File: src/rtl/uart_pkg.sv
// Shared UART definitions: FSM state encodings and frame geometry,
// common to the receiver and the 8N1 transmitter.
package uart_pkg;

    localparam int DATA_BITS = 8;
    localparam int IDX_W     = $clog2(DATA_BITS);

    localparam logic [1:0] IDLE  = 2'd0;
    localparam logic [1:0] START = 2'd1;
    localparam logic [1:0] DATA  = 2'd2;
    localparam logic [1:0] STOP  = 2'd3;

endpackage

File: src/rtl/uart_sync.sv
// Multi-stage metastability synchroniser for the asynchronous RX pin.
// Flops reset to 1 so the line reads idle out of reset.
module uart_sync #(
    parameter int STAGES = 2
) (
    input  logic clk,
    input  logic rst_n,
    input  logic d_in,
    output logic d_out
);

    logic [STAGES-1:0] sync_q;
    logic [STAGES-1:0] sync_d;

    always_comb begin
        sync_d = {sync_q[STAGES-2:0], d_in};
    end

    // NOTE: sequential state uses non-blocking (<=) so every flop samples pre-edge values.
    always_ff @(posedge clk or negedge rst_n) begin
        if (!rst_n) begin
            sync_q <= '1;
        end else begin
            sync_q <= sync_d;
        end
    end

    assign d_out = sync_q[STAGES-1];

endmodule

File: src/rtl/uart_rx.sv
// 8N1 serial receiver: centre-sampling FSM with framing-error and overrun
// reporting, plus a pending/ack handshake towards the host.
module uart_rx
    import uart_pkg::*;
#(
    parameter int CLKS_PER_BIT = 868,
    parameter int SYNC_STAGES  = 2
) (
    input  logic                 clk,
    input  logic                 rst_n,
    input  logic                 rx_in,
    output logic [DATA_BITS-1:0] data_out,
    output logic                 data_valid,
    output logic                 frame_err,
    output logic                 overrun,
    output logic                 data_pending,
    input  logic                 data_ack,
    output logic                 busy
);

    localparam int               CNT_W    = $clog2(CLKS_PER_BIT);
    localparam logic [CNT_W-1:0] HALF_M1  = CNT_W'(CLKS_PER_BIT / 2 - 1);
    localparam logic [CNT_W-1:0] BIT_M1   = CNT_W'(CLKS_PER_BIT - 1);
    localparam logic [IDX_W-1:0] IDX_LAST = IDX_W'(DATA_BITS - 1);

    logic                 rx_s;
    logic [1:0]           state_q,    state_d;
    logic [CNT_W-1:0]     baud_cnt_q, baud_cnt_d;
    logic [IDX_W-1:0]     index_q,    index_d;
    logic [DATA_BITS-1:0] shift_q,    shift_d;
    logic [DATA_BITS-1:0] data_out_q, data_out_d;
    logic                 valid_q,    valid_d;
    logic                 ferr_q,     ferr_d;
    logic                 overrun_q,  overrun_d;
    logic                 pending_q,  pending_d;
    logic                 busy_q,     busy_d;

    uart_sync #(.STAGES(SYNC_STAGES)) u_sync (
        .clk   (clk),
        .rst_n (rst_n),
        .d_in  (rx_in),
        .d_out (rx_s)
    );

    always_comb begin
        // NOTE: every signal gets a default first, so no path can infer a latch.
        state_d    = state_q;
        baud_cnt_d = baud_cnt_q;
        index_d    = index_q;
        shift_d    = shift_q;
        data_out_d = data_out_q;
        valid_d    = 1'b0;
        ferr_d     = 1'b0;

        case (state_q)
            IDLE: begin
                baud_cnt_d = '0;
                if (!rx_s) state_d = START;
            end
            START: begin
                if (baud_cnt_q == HALF_M1) begin
                    baud_cnt_d = '0;
                    index_d    = '0;
                    state_d    = rx_s ? IDLE : DATA;
                end else begin
                    baud_cnt_d = baud_cnt_q + 1'b1;
                end
            end
            DATA: begin
                if (baud_cnt_q == BIT_M1) begin
                    baud_cnt_d       = '0;
                    shift_d[index_q] = rx_s;
                    if (index_q == IDX_LAST) state_d = STOP;
                    else                     index_d = index_q + 1'b1;
                end else begin
                    baud_cnt_d = baud_cnt_q + 1'b1;
                end
            end
            STOP: begin
                // Leave at mid-stop so the next start edge may arrive half a bit early.
                if (baud_cnt_q == BIT_M1) begin
                    baud_cnt_d = '0;
                    state_d    = IDLE;
                    if (rx_s) begin
                        data_out_d = shift_q;
                        valid_d    = 1'b1;
                    end else begin
                        ferr_d     = 1'b1;
                    end
                end else begin
                    baud_cnt_d = baud_cnt_q + 1'b1;
                end
            end
            default: state_d = IDLE;
        endcase

        // An ack landing on the strobe cycle retires the previous byte only.
        pending_d = valid_q ? 1'b1 : (data_ack ? 1'b0 : pending_q);
        if (data_ack)                  overrun_d = 1'b0;
        else if (valid_q && pending_q) overrun_d = 1'b1;
        else                           overrun_d = overrun_q;

        busy_d = (state_d != IDLE);
    end

    always_ff @(posedge clk or negedge rst_n) begin
        if (!rst_n) begin
            state_q    <= IDLE;
            baud_cnt_q <= '0;
            index_q    <= '0;
            shift_q    <= '0;
            data_out_q <= '0;
            valid_q    <= 1'b0;
            ferr_q     <= 1'b0;
            overrun_q  <= 1'b0;
            pending_q  <= 1'b0;
            busy_q     <= 1'b0;
        end else begin
            state_q    <= state_d;
            baud_cnt_q <= baud_cnt_d;
            index_q    <= index_d;
            shift_q    <= shift_d;
            data_out_q <= data_out_d;
            valid_q    <= valid_d;
            ferr_q     <= ferr_d;
            overrun_q  <= overrun_d;
            pending_q  <= pending_d;
            busy_q     <= busy_d;
        end
    end

    assign data_out     = data_out_q;
    assign data_valid   = valid_q;
    assign frame_err    = ferr_q;
    assign overrun      = overrun_q;
    assign data_pending = pending_q | valid_q;
    assign busy         = busy_q;

endmodule

File: config.mk
export PLATFORM = sky130hd
export DESIGN_NAME = uart_rx
export DESIGN_NICKNAME = d
export VERILOG_FILES = /design/src/rtl/uart_pkg.sv /design/src/rtl/uart_sync.sv /design/src/rtl/uart_rx.sv
export SDC_FILE = /design/constraint.sdc
export NUM_CORES = 1
export LEC_CHECK = 0
export ABC_CLOCK_PERIOD_IN_PS = 1700
export CORE_MARGIN = 2
export CORE_UTILIZATION = 45
export DETAILED_ROUTE_END_ITERATION = 10
export PLACE_DENSITY_LB_ADDON = 0.12
export SYNTH_ARGS = -nofsm -noshare
export SYNTH_HDL_FRONTEND = slang
export SYNTH_SLANG_ARGS = --single-unit
File: constraint.sdc
create_clock -name clk -period 1.7 [get_ports clk]
set_input_delay 0.34 -clock clk [delete_from_list [all_inputs] [get_ports clk]]
set_output_delay 0.34 -clock clk [all_outputs]
set_load 0.01 [all_outputs]
; Word level (Yosys, flattened, before mapping)
; Cells that the tools add are included.
; Widths: inputs -> output; s select.
[word_totals]
register_bits = 38
latch_bits = 0
mem_bits_rw = 0
rom_bits = 0
in_bits = 4
out_inout_bits = 13
word_cells = 63
n_memories = 0
[classes]
addsub = 2
n_mul = 0
div_mod_pow = 0
order_cmp = 2
eq_ne = 9
n_shift = 0
mux = 27
n_bitwise = 1
n_reduce_logical = 11
[ops]
columns = op, count
row1 = $pmux 10 s3, 1
row2 = $mux 10, 2
row3 = $mux 2, 6
row4 = $mux 1, 11
row5 = $add 10x1->10 const B, 1
row6 = $eq 10x10->1 const B, 1
row7 = $eq 10x9->1 const B, 1
row8 = $mux 3, 3
row9 = $bwmux 8, 1
row10 = $pmux 2 s4, 1
row11 = $reduce_bool 2->1, 4
row12 = $ne 2x2->1 const B, 3
row13 = $pmux 3 s2, 1
row14 = $eq 2x2->1 const B, 2
row15 = $lt 3x4->1 const B, 1
row16 = $reduce_and 4->1, 1
row17 = $add 3x1->3 const B, 1
row18 = $demux 1 s3, 1
row19 = $eq 3x3->1 const B, 1
row20 = $ge 3x1->1 const B, 1
row21 = $reduce_and 3->1, 1
row22 = $eq 2x1->1 const B, 1
row23 = $logic_and 1x1->1, 2
row24 = $logic_not 2->1, 1
row25 = 3 further kinds, 3

; Depth between registers and ports, before layout
; Gate-level depths: netlist of the first run.
[depth]
ltp_word = 5
depth_mapped = 7
depth_no_buf = 6

; By module
; Synthesis of the first run repeated with hierarchy kept, for this count alone.
[unflattened]
cells_unflattened = 148
area_unflattened_um2 = 1766.7
[by_module_without_submodules]
columns = mod, n_inst, cells_each, area_per_inst_um2, seq_area_each_um2
row1 = uart_rx, 1, 146, 1714.1, 900.9
row2 = uart_sync, 1, 2, 52.6, 52.6

; Worst setup path before layout of the first run
; OpenSTA, ideal clock, no wires.
[synth_path]
kind = register to register
startpoint = register baud_cnt_q[0]
endpoint = register shift_q[3]
setup_time_ns = 0.125
arrival_ns = 1.677
required_ns = 1.575
path_slack_ns = -0.102
stages_incl_launch_ff = 8
path_buffers = 2
period_less_slack_ns = 1.802
path_cell_list = dfrtp_1 ha_1 and4bb_1 and3_1 buf_6 buf_8 nand3_1 mux2_2
[synth_between]
elab_chain_cells = 2
[synth_lines]
columns = element, line_no
row1 = "start, declared", uart_rx.sv:28  ; logic [CNT_W-1:0] baud_cnt_q, baud_cnt_d;
row2 = "start signal, assigned", uart_rx.sv:120  ; baud_cnt_q <= baud_cnt_d;
row3 = $eq 10x10->1, uart_rx.sv:70  ; if (baud_cnt_q == BIT_M1) begin
row4 = $reduce_and 2->1 (no source line), n/a
row5 = "end signal, assigned", uart_rx.sv:122  ; shift_q <= shift_d;
row6 = "end, declared", uart_rx.sv:30  ; logic [DATA_BITS-1:0] shift_q, shift_d;
; Every way passes these cells.
; A chain may end at the register's enable or synchronous reset.

; Final worst setup path of the first run
[layout_path]
startpoint = register baud_cnt_q[1]
endpoint = register data_out_q[6] (netlist: data_out[6])
[layout_between]
elab_chain_cells = 2
[layout_lines]
columns = element, line_no
row1 = $eq 10x10->1, uart_rx.sv:81  ; if (baud_cnt_q == BIT_M1) begin
row2 = $reduce_and 3->1 (no source line), n/a
row3 = "end signal, assigned", uart_rx.sv:123  ; data_out_q <= data_out_d;
row4 = "end, declared", uart_rx.sv:31  ; logic [DATA_BITS-1:0] data_out_q, data_out_d;
; Every way passes these cells.

==> metrics.yaml, run 1 <==
global_routing:
  grt_pass1_wl_mm: 5.46
  overflow: 0
  globalRouteTotalUtil: 0.168
  grt_max_degree: 21
  antenna_found_initial: 0
  grt_pass1_vias: 1215
logic_synthesis:
  seq_area_frac_synth: 0.549
  netlist_area_um2: 1740
  synthCells: 149
  synth.distinct_cells: 34
  synth_top_area_share: 0.519
  synth_top_family_by_area: "simple AND/OR/NAND/NOR gates"
  ys_async_sr_fraction: 1.00
  syn_nets: 157
  synthSimpleGateAreaFrac: 0.193
  synthFlopType: "dfrtp_1"
  synth_fa_ha_area_frac: 0.0288
  ys_seq_elements: 38
  synth-edff-count: 0
  synth_mux_area_frac: 0.115
  synth_compound_gate_area_share: 0.0389
  ys_warn_count: 0
  synth_xor_area_frac: 0.0404
  synth.avg_cell_area_um2: 11.6
  synthTopCellsByArea: "dfrtp_1, mux2_2, nor2_1"
  yosysTopAreaCell: "dfrtp_1"
timing:
  setup_ws_ps: -42.5
  setup_viol: 13
  max_freq_mhz: 574
  skew_ps: 6.77
  tightest_slew_ps: 436
  relSlewSlack: 0.709
  min_period_ps: 1740
  slew_viol_final: 0
  rsz0062_at_grt: "true"
  finalHoldViolations: 0
  fin_crit_sh: 1.03
critical_path:
  cp-startpoint: "baud_cnt_q[1]"
  r2r_cells: 7
  crit_type: "register to register"
  end_kind: "register"
  worst-path-max-fanout: 4
  required_ps: 1870
  worstPathArrival_ps: 1920
  r2r_start: "baud_cnt_q[1]"
  start_kind: "register"
cts:
  path_clk_slew_ps: 70
  cts_root_buf: "clkbuf_8"
  cts_buffer_depth: 2
  clock_sinks: 38
  numCtsBuffers: 5
  insertion_delay_ps: 290
  cts_tree: "yes"
  htree_levels: 2
floorplan:
  fp.dieArea_um2: 4370
  die_x_um: 66.1
  core_um2: 3690
  start_util: 0.470
  rows: 22
  num_io_pins: 17
  die_y_um: 66.1
pwr:
  irDropWorstVdd_v: 0.000407
  p_per_area_nw_per_um2: 723
  leakagePower_nw: 1.11
route:
  wirelength_mm: 3.37
  vias: 1265
  drc_errors: 0
  avgViaCountPerCell: 5.14
  wl_per_cell_um: 13.7
  dr.pass1.iters: 4
  dr.first_iter.drc_count: 40
  ant_nets: 0
finish:
  instances_no_fill: 246
  fill_cells: 290
  n_antenna_cell: 0
  syn2layout_area_growth_pct: 33.9
  layout-drive-gt1-share: 0.333
  fin_nets: 205
run_status:
  status: "finished with violations"
  violations: "setup timing"
worst_hold_path:
  whs_path_depth: 0
  hold_start: "u_sync.sync_q[0]"
  hold_path.class: "register to register"
placement:
  hpwl_mm: 2.43
  place_ws_ps: -92.3
  io_buffers: 16
  place_congestion: 0.794
  dp_cells: 233
job:
  maxCapViolations: 0
==> placed cells by master, fill, tap and decap left out, types with 3 or more instances in the layout <==
cell / count
ha_1: 3
nand2_1: 4
nand4_1: 5
nand3_1: 7
clkdlybuf4s50_1: 14
nor2b_1: 4
nand3_2: 3
mux2_4: 3
nor2_1: 20
buf_6: 3
inv_1: 6
nor3_1: 5
xnor2_1: 6
dfrtp_1: 36
clkbuf_8: 5
mux2_2: 13
buf_4: 24
==> synth_stat cells (2+ instances only) <==
cell type	instances
dfrtp_1	36
nor2_1	20
mux2_2	16
nand3_1	10
inv_1	6
xnor2_1	6
nand4_1	5
nor3_1	5
ha_1	4
nand2_1	4
nor2b_1	4
and3_1	3
clkbuf_1	3
a21oi_1	2
a31oi_1	2
and2_1	2
dfstp_2	2
mux2i_1	2
xor2_1	2
==> cell type report <==
type                    count  area, µm²  share of cell area
repair buffers             46        403               0.173
well taps                  48       60.1              0.0258
inverters                   6       22.5             0.00969
clock inverters             1       30.0              0.0129
multi-input cells         100        778               0.335
flip-flops and latches     38        953               0.410
clock buffers               7       76.3              0.0328
==> cells by family (layout without fill, tap and decap cells) <==
group           after synthesis  in the layout
xor+xnor                      8              8
simple gates                 61             61
buf+inv                      11             60
mux                          18             18
flops                        38             38
compound gates                9              9
fa+ha+maj                     4              4
==> critical path, cell delays in order (launching register included) <==
cell      delay, ps
dfrtp_1         380
ha_2            180
and4bb_1        210
buf_4           130
nand3_4          80
nor3_4          170
buf_6           150
mux2_2          330
==> through the flow <==
| step | setup TNS, ps | hold WS (ps) | instance area [µm²] | util | total power, mW |
|---|---|---|---|---|---|
| after floorplan | -365 | 44.4 | 1760 | - | 0.931 |
| after global placement | -514 | 300 | 2140 | 0.581 | 0.964 |
| after detailed placement | -992 | 307 | 2140 | 0.581 | 0.964 |
| after CTS | -775 | 359 | 2270 | 0.616 | 1.71 |
| after global routing | -2030 | 365 | 2320 | 0.630 | 1.75 |
| final | -345 | 356 | 2320 | 0.630 | 1.68 |
==> worst paths after layout <==
check                                   end  slack (ps)
max                             data_out[6]         -40
min                        u_sync.sync_q[1]         360
max reg2reg                     data_out[6]         -40
min reg2reg                u_sync.sync_q[1]         360
max in group asynchronous  u_sync.sync_q[0]         650
min in group asynchronous              busy         520
==> layer usage <==
| metal | global-route usage | share of wire | up-vias |
|---|---|---|---|
| li1 | - | - | 615 |
| met1 | 0.224 | 0.47 | 613 |
| met2 | 0.264 | 0.46 | 31 |
| met3 | 0.0324 | 0.051 | 6 |
| met4 | 0.0765 | 0.011 | 0 |
| met5 | 0 | 0 | - |
==> registers in the layout, indices dropped and copies added (netlist names) <==
signal,flops
pending_q,1
data_valid,1
state_q,2
baud_cnt_q,10
frame_err,1
shift_q,8
index_q,3
data_out,8
u_sync.sync_q,2
overrun,1
busy,1
==> what timing repair did <==
| action | CTS | global route |
|---|---|---|
| hold buffers | 1 | 0 |
| buffers inserted | 2 | 1 |
| setup endpoints to repair | 28 | 27 |
| pin swaps | 1 | 4 |
| resized for setup | 2 | 7 |
| endpoints found under the hold margin | 11 | 0 |
| gates cloned | 0 | 1 |
==> power by group <==
group          switching (mW)  total, mW  leakage, nW  internal [mW]
sequential           0.000872      0.909        0.504          0.908
clock                   0.296      0.734       0.0524          0.439
combinational          0.0241     0.0372        0.558         0.0131
total                   0.321       1.68         1.11           1.36
(Power assumes the default switching activity.)
==> inputs of run 2 (changes only) <==
--- a/config.mk
+++ b/config.mk
@@ -7,3 +7,3 @@
 export LEC_CHECK = 0
-export ABC_CLOCK_PERIOD_IN_PS = 1700
+export ABC_CLOCK_PERIOD_IN_PS = 1500
 export CORE_MARGIN = 2
==> constraint.sdc (replaced) <==
create_clock -name clk -period 1.5 [get_ports clk]
set_input_delay 0.225 -clock clk [delete_from_list [all_inputs] [get_ports clk]]
set_output_delay 0.225 -clock clk [all_outputs]
set_load 0.01 [all_outputs]
==> run 2 against run 1 <==
The run still ends with setup timing left. Clock-buffer cell count unchanged. Critical path depth decreased by 1. Clock skew is essentially flat. Flip-flop and latch count stayed put. Worst setup slack got worse by 180 ps. Sequential power increased by 13%. Largest power group unchanged.
==> metrics.yaml, run 2 (synthesis results as in run 1) <==
pwr:
  seqPwrFrac: 0.603  # +0.062
  internal_power_mw: 1.36  # +0.30%
  power_switching_share: 0.202  # +0.0115
  pwr-share-clk: 0.372  # -0.065
  irDropWorstVdd_v: 0.000541  # +33%
  leakagePower_nw: 1.10  # -1.1%
  power.total_mw: 1.71  # +1.7%
  share_comb_of_total_power: 0.025  # +0.003
  p_switching_mw: 0.346  # +7.9%
  p_per_area_nw_per_um2: 732  # +1.2%
timing:
  finalHoldViolations: 0  # unchanged
  fin_crit_sh: 1.15  # +0.125
  rsz0062_at_grt: "true"
  skew_ps: 6.33  # -0.439 ps
  max_freq_mhz: 580  # +0.98%
  tightest_slew_ps: 397  # -38.9 ps
  min_period_ps: 1730  # -16.9 ps
  relSlewSlack: 0.735  # +0.0259
  whs_ps: 343  # -12.9 ps
  setup_viol: 31  # +18
  slew_viol_final: 0  # unchanged
  setup_ws_ps: -226  # -183 ps
placement:
  io_buffers: 16  # unchanged
  place_area_um2: 2170  # +1.5%
  hpwl_mm: 2.34  # -3.9%
  place_congestion: 0.768  # -3.3%
  dp_cells: 233  # unchanged
route:
  dr.pass1.iters: 4  # unchanged
  avgViaCountPerCell: 5.07  # -1.3%
  drc_errors: 0  # unchanged
  wl_per_cell_um: 13.5  # -1.5%
  dr.first_iter.drc_count: 70  # +75%
  ant_nets: 0  # unchanged
  wirelength_mm: 3.32  # -1.5%
  vias: 1248  # -1.3%
worst_hold_path:
  whs_path_depth: 1  # +1
  hold_path.class: "input port to register"
  hold_start: "rx_in"
critical_path:
  worstPathArrival_ps: 1900  # -20 ps
  end_kind: "register"
  crit_type: "register to register"
  cp-startpoint: "baud_cnt_q[1]"
  worst-path-max-fanout: 9  # +5
  start_kind: "register"
  r2r_cells: 6  # -1
  r2r_start: "baud_cnt_q[1]"
  required_ps: 1670  # -200 ps
finish:
  instances_no_fill: 246  # unchanged
  n_antenna_cell: 0  # unchanged
  layout-drive-gt1-share: 0.364  # +0.0303
  syn2layout_area_growth_pct: 34.6
  final_area_um2: 2340  # +0.54%
  final_cell_mix: "dfrtp_1, buf_4, nor2_1"
  fin_nets: 206  # +0.49%
  regMostFlops: "baud_cnt_q"
  final_common_cell: "dfrtp_1"
  largest_reg_flops: 10  # unchanged
cts:
  path_clk_slew_ps: 70  # about the same
  numCtsBuffers: 5  # unchanged
  htree_levels: 2  # unchanged
  insertion_delay_ps: 290  # about the same
  cts_tree: "yes"
  cts_buffer_depth: 2  # unchanged
  cts_root_buf: "clkbuf_8"
  clock_sinks: 38  # unchanged
run_status:
  violations: "setup timing"
  status: "finished with violations"
floorplan:
  start_util: 0.470  # unchanged
  num_io_pins: 17  # unchanged
  fp.dieArea_um2: 4370  # unchanged
  rows: 22  # unchanged
  die_x_um: 66.1  # unchanged
  die_y_um: 66.1  # unchanged
  core_um2: 3690  # unchanged
global_routing:
  antenna_found_initial: 0  # unchanged
  grt_pass1_wl_mm: 5.57  # +2.0%
  globalRouteTotalUtil: 0.172  # +0.00456
  grt_max_degree: 23  # +9.5%
  overflow: 0  # unchanged
  grt_pass1_vias: 1208  # -0.58%
job:
  maxCapViolations: 0  # unchanged
[run 2: power by group through the flow]
stage                     clock network (mW)  logic (mW)  registers [mW]
after floorplan                            0     0.00570            1.05
after global placement                     0      0.0415            1.05
after detailed placement                   0      0.0425            1.05
after CTS                              0.668      0.0445            1.03
after global routing                   0.707      0.0490            1.03
final                                  0.637      0.0421            1.03
[run 2: final timing paths]
path	end	slack (ps)
hold / removal	u_sync.sync_q[0]	340
max in group asynchronous	index_q[2]	660
min in group asynchronous	baud_cnt_q[5]	390
hold reg to reg	u_sync.sync_q[1]	360
setup / recovery	data_out[7]	-230
setup reg to reg	data_out[7]	-230
[run 2: repair_timing]
action	in CTS	in global routing
pin swaps	4	2
hold endpoints to repair	14	0
buffers inserted	3	2
gates resized for setup	10	3
cloned	1	0
endpoints found under the setup margin	32	32
hold buffers	1	0
[run 2: per-stage QoR]
stage | setup slack (ps) | util | setup TNS, ps
5_1_grt | -327 | 0.633 | -7620
3_3_place_gp | -170 | 0.590 | -3960
6_report | -226 | 0.633 | -4600
4_1_cts | -228 | 0.626 | -4580
3_5_place_dp | -227 | 0.590 | -5660
2_1_floorplan | -240 | - | -3550
[run 2: per-layer routing]
metal | GRT usage | up-vias | wire [µm] | part of all wire
met4 | 0.0842 | 0 | 46 | 0.014
met2 | 0.265 | 19 | 1530 | 0.46
met3 | 0.0426 | 5 | 109 | 0.033
li1 | - | 622 | - | -
met5 | 0 | - | 0 | 0
met1 | 0.228 | 602 | 1630 | 0.49
[run 2: critical path, stage by stage, from the launching register on]
cell and delay (ps):
dfrtp_1 390, ha_2 190, and4bb_2 270, nand3_2 110
nor3_4 160, buf_12 150, mux2_2 330
[run 2: area by class of cell]
class,instances,area [µm²]
multi-input combinational,101,812
clock buffer,7,76.3
tap,48,60.1
sequential,38,953
inverter,6,22.5
timing repair buffer,46,412
fill,300,1350
==> inputs of run 3 (changes only) <==
- CELL_PAD_IN_SITES_DETAIL_PLACEMENT: default -> 1
- CELL_PAD_IN_SITES_GLOBAL_PLACEMENT: default -> 2
- CORE_UTILIZATION: 45 -> 35
- CTS_BUF_LIST: default -> sky130_fd_sc_hd__clkbuf_4
- TNS_END_PERCENT: default -> 5
==> run 3 against run 2 <==
The flow still finishes with violations (setup timing). First-iteration DRC count decreased by 54%. Global-route usage decreased by 0.29 points. Sequential power is essentially flat.
==> metrics.yaml, run 3 (synthesis results as in run 1) <==
run_status:
  status: "finished with violations"
  violations: "setup timing"
finish:
  final_common_cell: "dfrtp_1"
  final_area_um2: 2350  # +0.80%
  final_util: 0.495  # -0.138
  largest_reg_flops: 10  # unchanged
  fin_nets: 204  # -0.97%
  final_cell_mix: "dfrtp_1, buf_4, nor2_1"
  n_antenna_cell: 0  # unchanged
  layout-drive-gt1-share: 0.355  # -0.00831
  regMostFlops: "baud_cnt_q"
  syn2layout_area_growth_pct: 35.7
  fill_cells: 528  # +76%
  instances_no_fill: 264  # +7.3%
floorplan:
  die_x_um: 74.4  # +13%
  die_y_um: 74.4  # +13%
  fp.dieArea_um2: 5540  # +27%
  rows: 25  # +14%
  num_io_pins: 17  # unchanged
  start_util: 0.365  # -0.105
  core_um2: 4750  # +29%
timing:
  min_period_ps: 1750  # +27.6 ps
  relSlewSlack: 0.687  # -0.0485
  setup_viol: 31  # unchanged
  tightest_slew_ps: 470  # +72.8 ps
  fin_setup_tns_ps: -4620  # -14.3 ps
  finalHoldViolations: 0  # unchanged
  setup_ws_ps: -253  # -27.6 ps
  max_freq_mhz: 570  # -1.6%
  skew_ps: 7.52  # +1.19 ps
  fin_crit_sh: 1.17  # +0.0184
  rsz0062_at_grt: "true"
  slew_viol_final: 0  # unchanged
cts:
  path_clk_slew_ps: 110  # +40 ps
  htree_levels: 2  # unchanged
  cts_buffer_depth: 2  # unchanged
  cts_tree: "yes"
  numCtsBuffers: 5  # unchanged
  cts_root_buf: "clkbuf_4"
  insertion_delay_ps: 340  # +50 ps
  clock_sinks: 38  # unchanged
pwr:
  pwr-share-clk: 0.443  # +0.071
  irDropWorstVdd_v: 0.000542  # +0.23%
  internal_power_mw: 1.56  # +14%
  leakagePower_nw: 1.24  # +12%
  power_switching_share: 0.192  # -0.0100
  power.total_mw: 1.93  # +13%
  p_per_area_nw_per_um2: 819  # +12%
  p_switching_mw: 0.371  # +7.2%
  seqPwrFrac: 0.534  # -0.069
  share_comb_of_total_power: 0.023  # -0.002
route:
  dr.first_iter.drc_count: 32  # -54%
  vias: 1298  # +4.0%
  ant_nets: 0  # unchanged
  drc_errors: 0  # unchanged
  wl_per_cell_um: 15.4  # +14%
  avgViaCountPerCell: 4.92  # -3.1%
  wirelength_mm: 4.06  # +22%
  dr.pass1.iters: 4  # unchanged
global_routing:
  antenna_found_initial: 0  # unchanged
  globalRouteTotalUtil: 0.169  # -0.00295
  overflow: 0  # unchanged
  grt_max_degree: 21  # -8.7%
  grt_pass1_vias: 1404  # +16%
  grt_pass1_wl_mm: 6.84  # +23%
placement:
  io_buffers: 16  # unchanged
  dp_cells: 251  # +7.7%
  hpwl_mm: 2.96  # +27%
  place_congestion: 0.858  # +12%
  place_area_um2: 2140  # -1.4%
critical_path:
  worstPathArrival_ps: 1990  # +90 ps
  cp-startpoint: "baud_cnt_q[1]"
  end_kind: "register"
  required_ps: 1740  # +70 ps
  slowest_delay_ps: 410  # +20 ps
  r2r_start: "baud_cnt_q[1]"
  crit_chain: "ha_2, and4bb_2, nand3_2, nor3_4, buf_12, mux2_2"
  worst-path-max-fanout: 9  # unchanged
  crit_type: "register to register"
  start_kind: "register"
  critPathSlowestCell: "dfrtp_1"
worst_hold_path:
  hold_path.class: "input port to register"
  hold_start: "rx_in"
job:
  maxCapViolations: 0  # unchanged
run 3: worst paths after layout:
path | slack [ps] | to | cells past startpoint
worst max-delay path | -250 | data_out[7] | 6
worst min-delay path | 280 | u_sync.sync_q[0] | 1
worst max register to register | -250 | data_out[7] | 6
worst min register to register | 360 | u_sync.sync_q[1] | 0
max in group asynchronous | 670 | shift_q[7] | 3
min in group asynchronous | 360 | baud_cnt_q[3] | 2
run 3: critical path, delay by kind of cell (launching register included):
family                     cells  cell delay [ps]
DFF                            1              410
and+or+nand+nor                3              540
adders and majority gates      1              200
muxes                          1              330
buffers and inverters          1              160
run 3: layout make-up:
class	instances	area [µm²]	share of cell area
sequential	38	953	0.405
multi-input combinational	100	777	0.330
timing repair buffer	45	417	0.177
tap	67	83.8	0.0356
clock inverter	3	63.8	0.0271
clock buffer	5	37.5	0.0159
inverter	6	22.5	0.00956
run 3: per-stage QoR:
step           hold WS, ps  worst slack, ps
5_1_grt                263             -333
2_1_floorplan        -70.6             -240
3_5_place_dp           211             -420
3_3_place_gp           206             -322
4_1_cts                265             -235
6_report               285             -253
run 3: metal layers:
| metal | track usage | part of all wire | vias up |
|---|---|---|---|
| li1 | - | - | 620 |
| met4 | 0.0774 | 0.011 | 0 |
| met2 | 0.273 | 0.49 | 19 |
| met1 | 0.212 | 0.46 | 655 |
| met3 | 0.0461 | 0.032 | 4 |
| met5 | 0 | 0 | - |
run 3: what timing repair did:
item | CTS | global route
setup buffers | 4 | 0
hold buffers | 1 | 0
hold endpoints to repair | 16 | 0
pin swaps | 10 | 3
resized for setup | 18 | 11
setup endpoints to repair | 35 | 39
run 3: power groups by stage:
stage          sequential, mW  clock [mW]  combinational [mW]
2_1_floorplan            1.05           0             0.00528
3_3_place_gp             1.05           0              0.0425
3_5_place_dp             1.05           0              0.0438
4_1_cts                  1.03       0.883              0.0462
5_1_grt                  1.03       0.927              0.0505
6_report                 1.03       0.854              0.0435
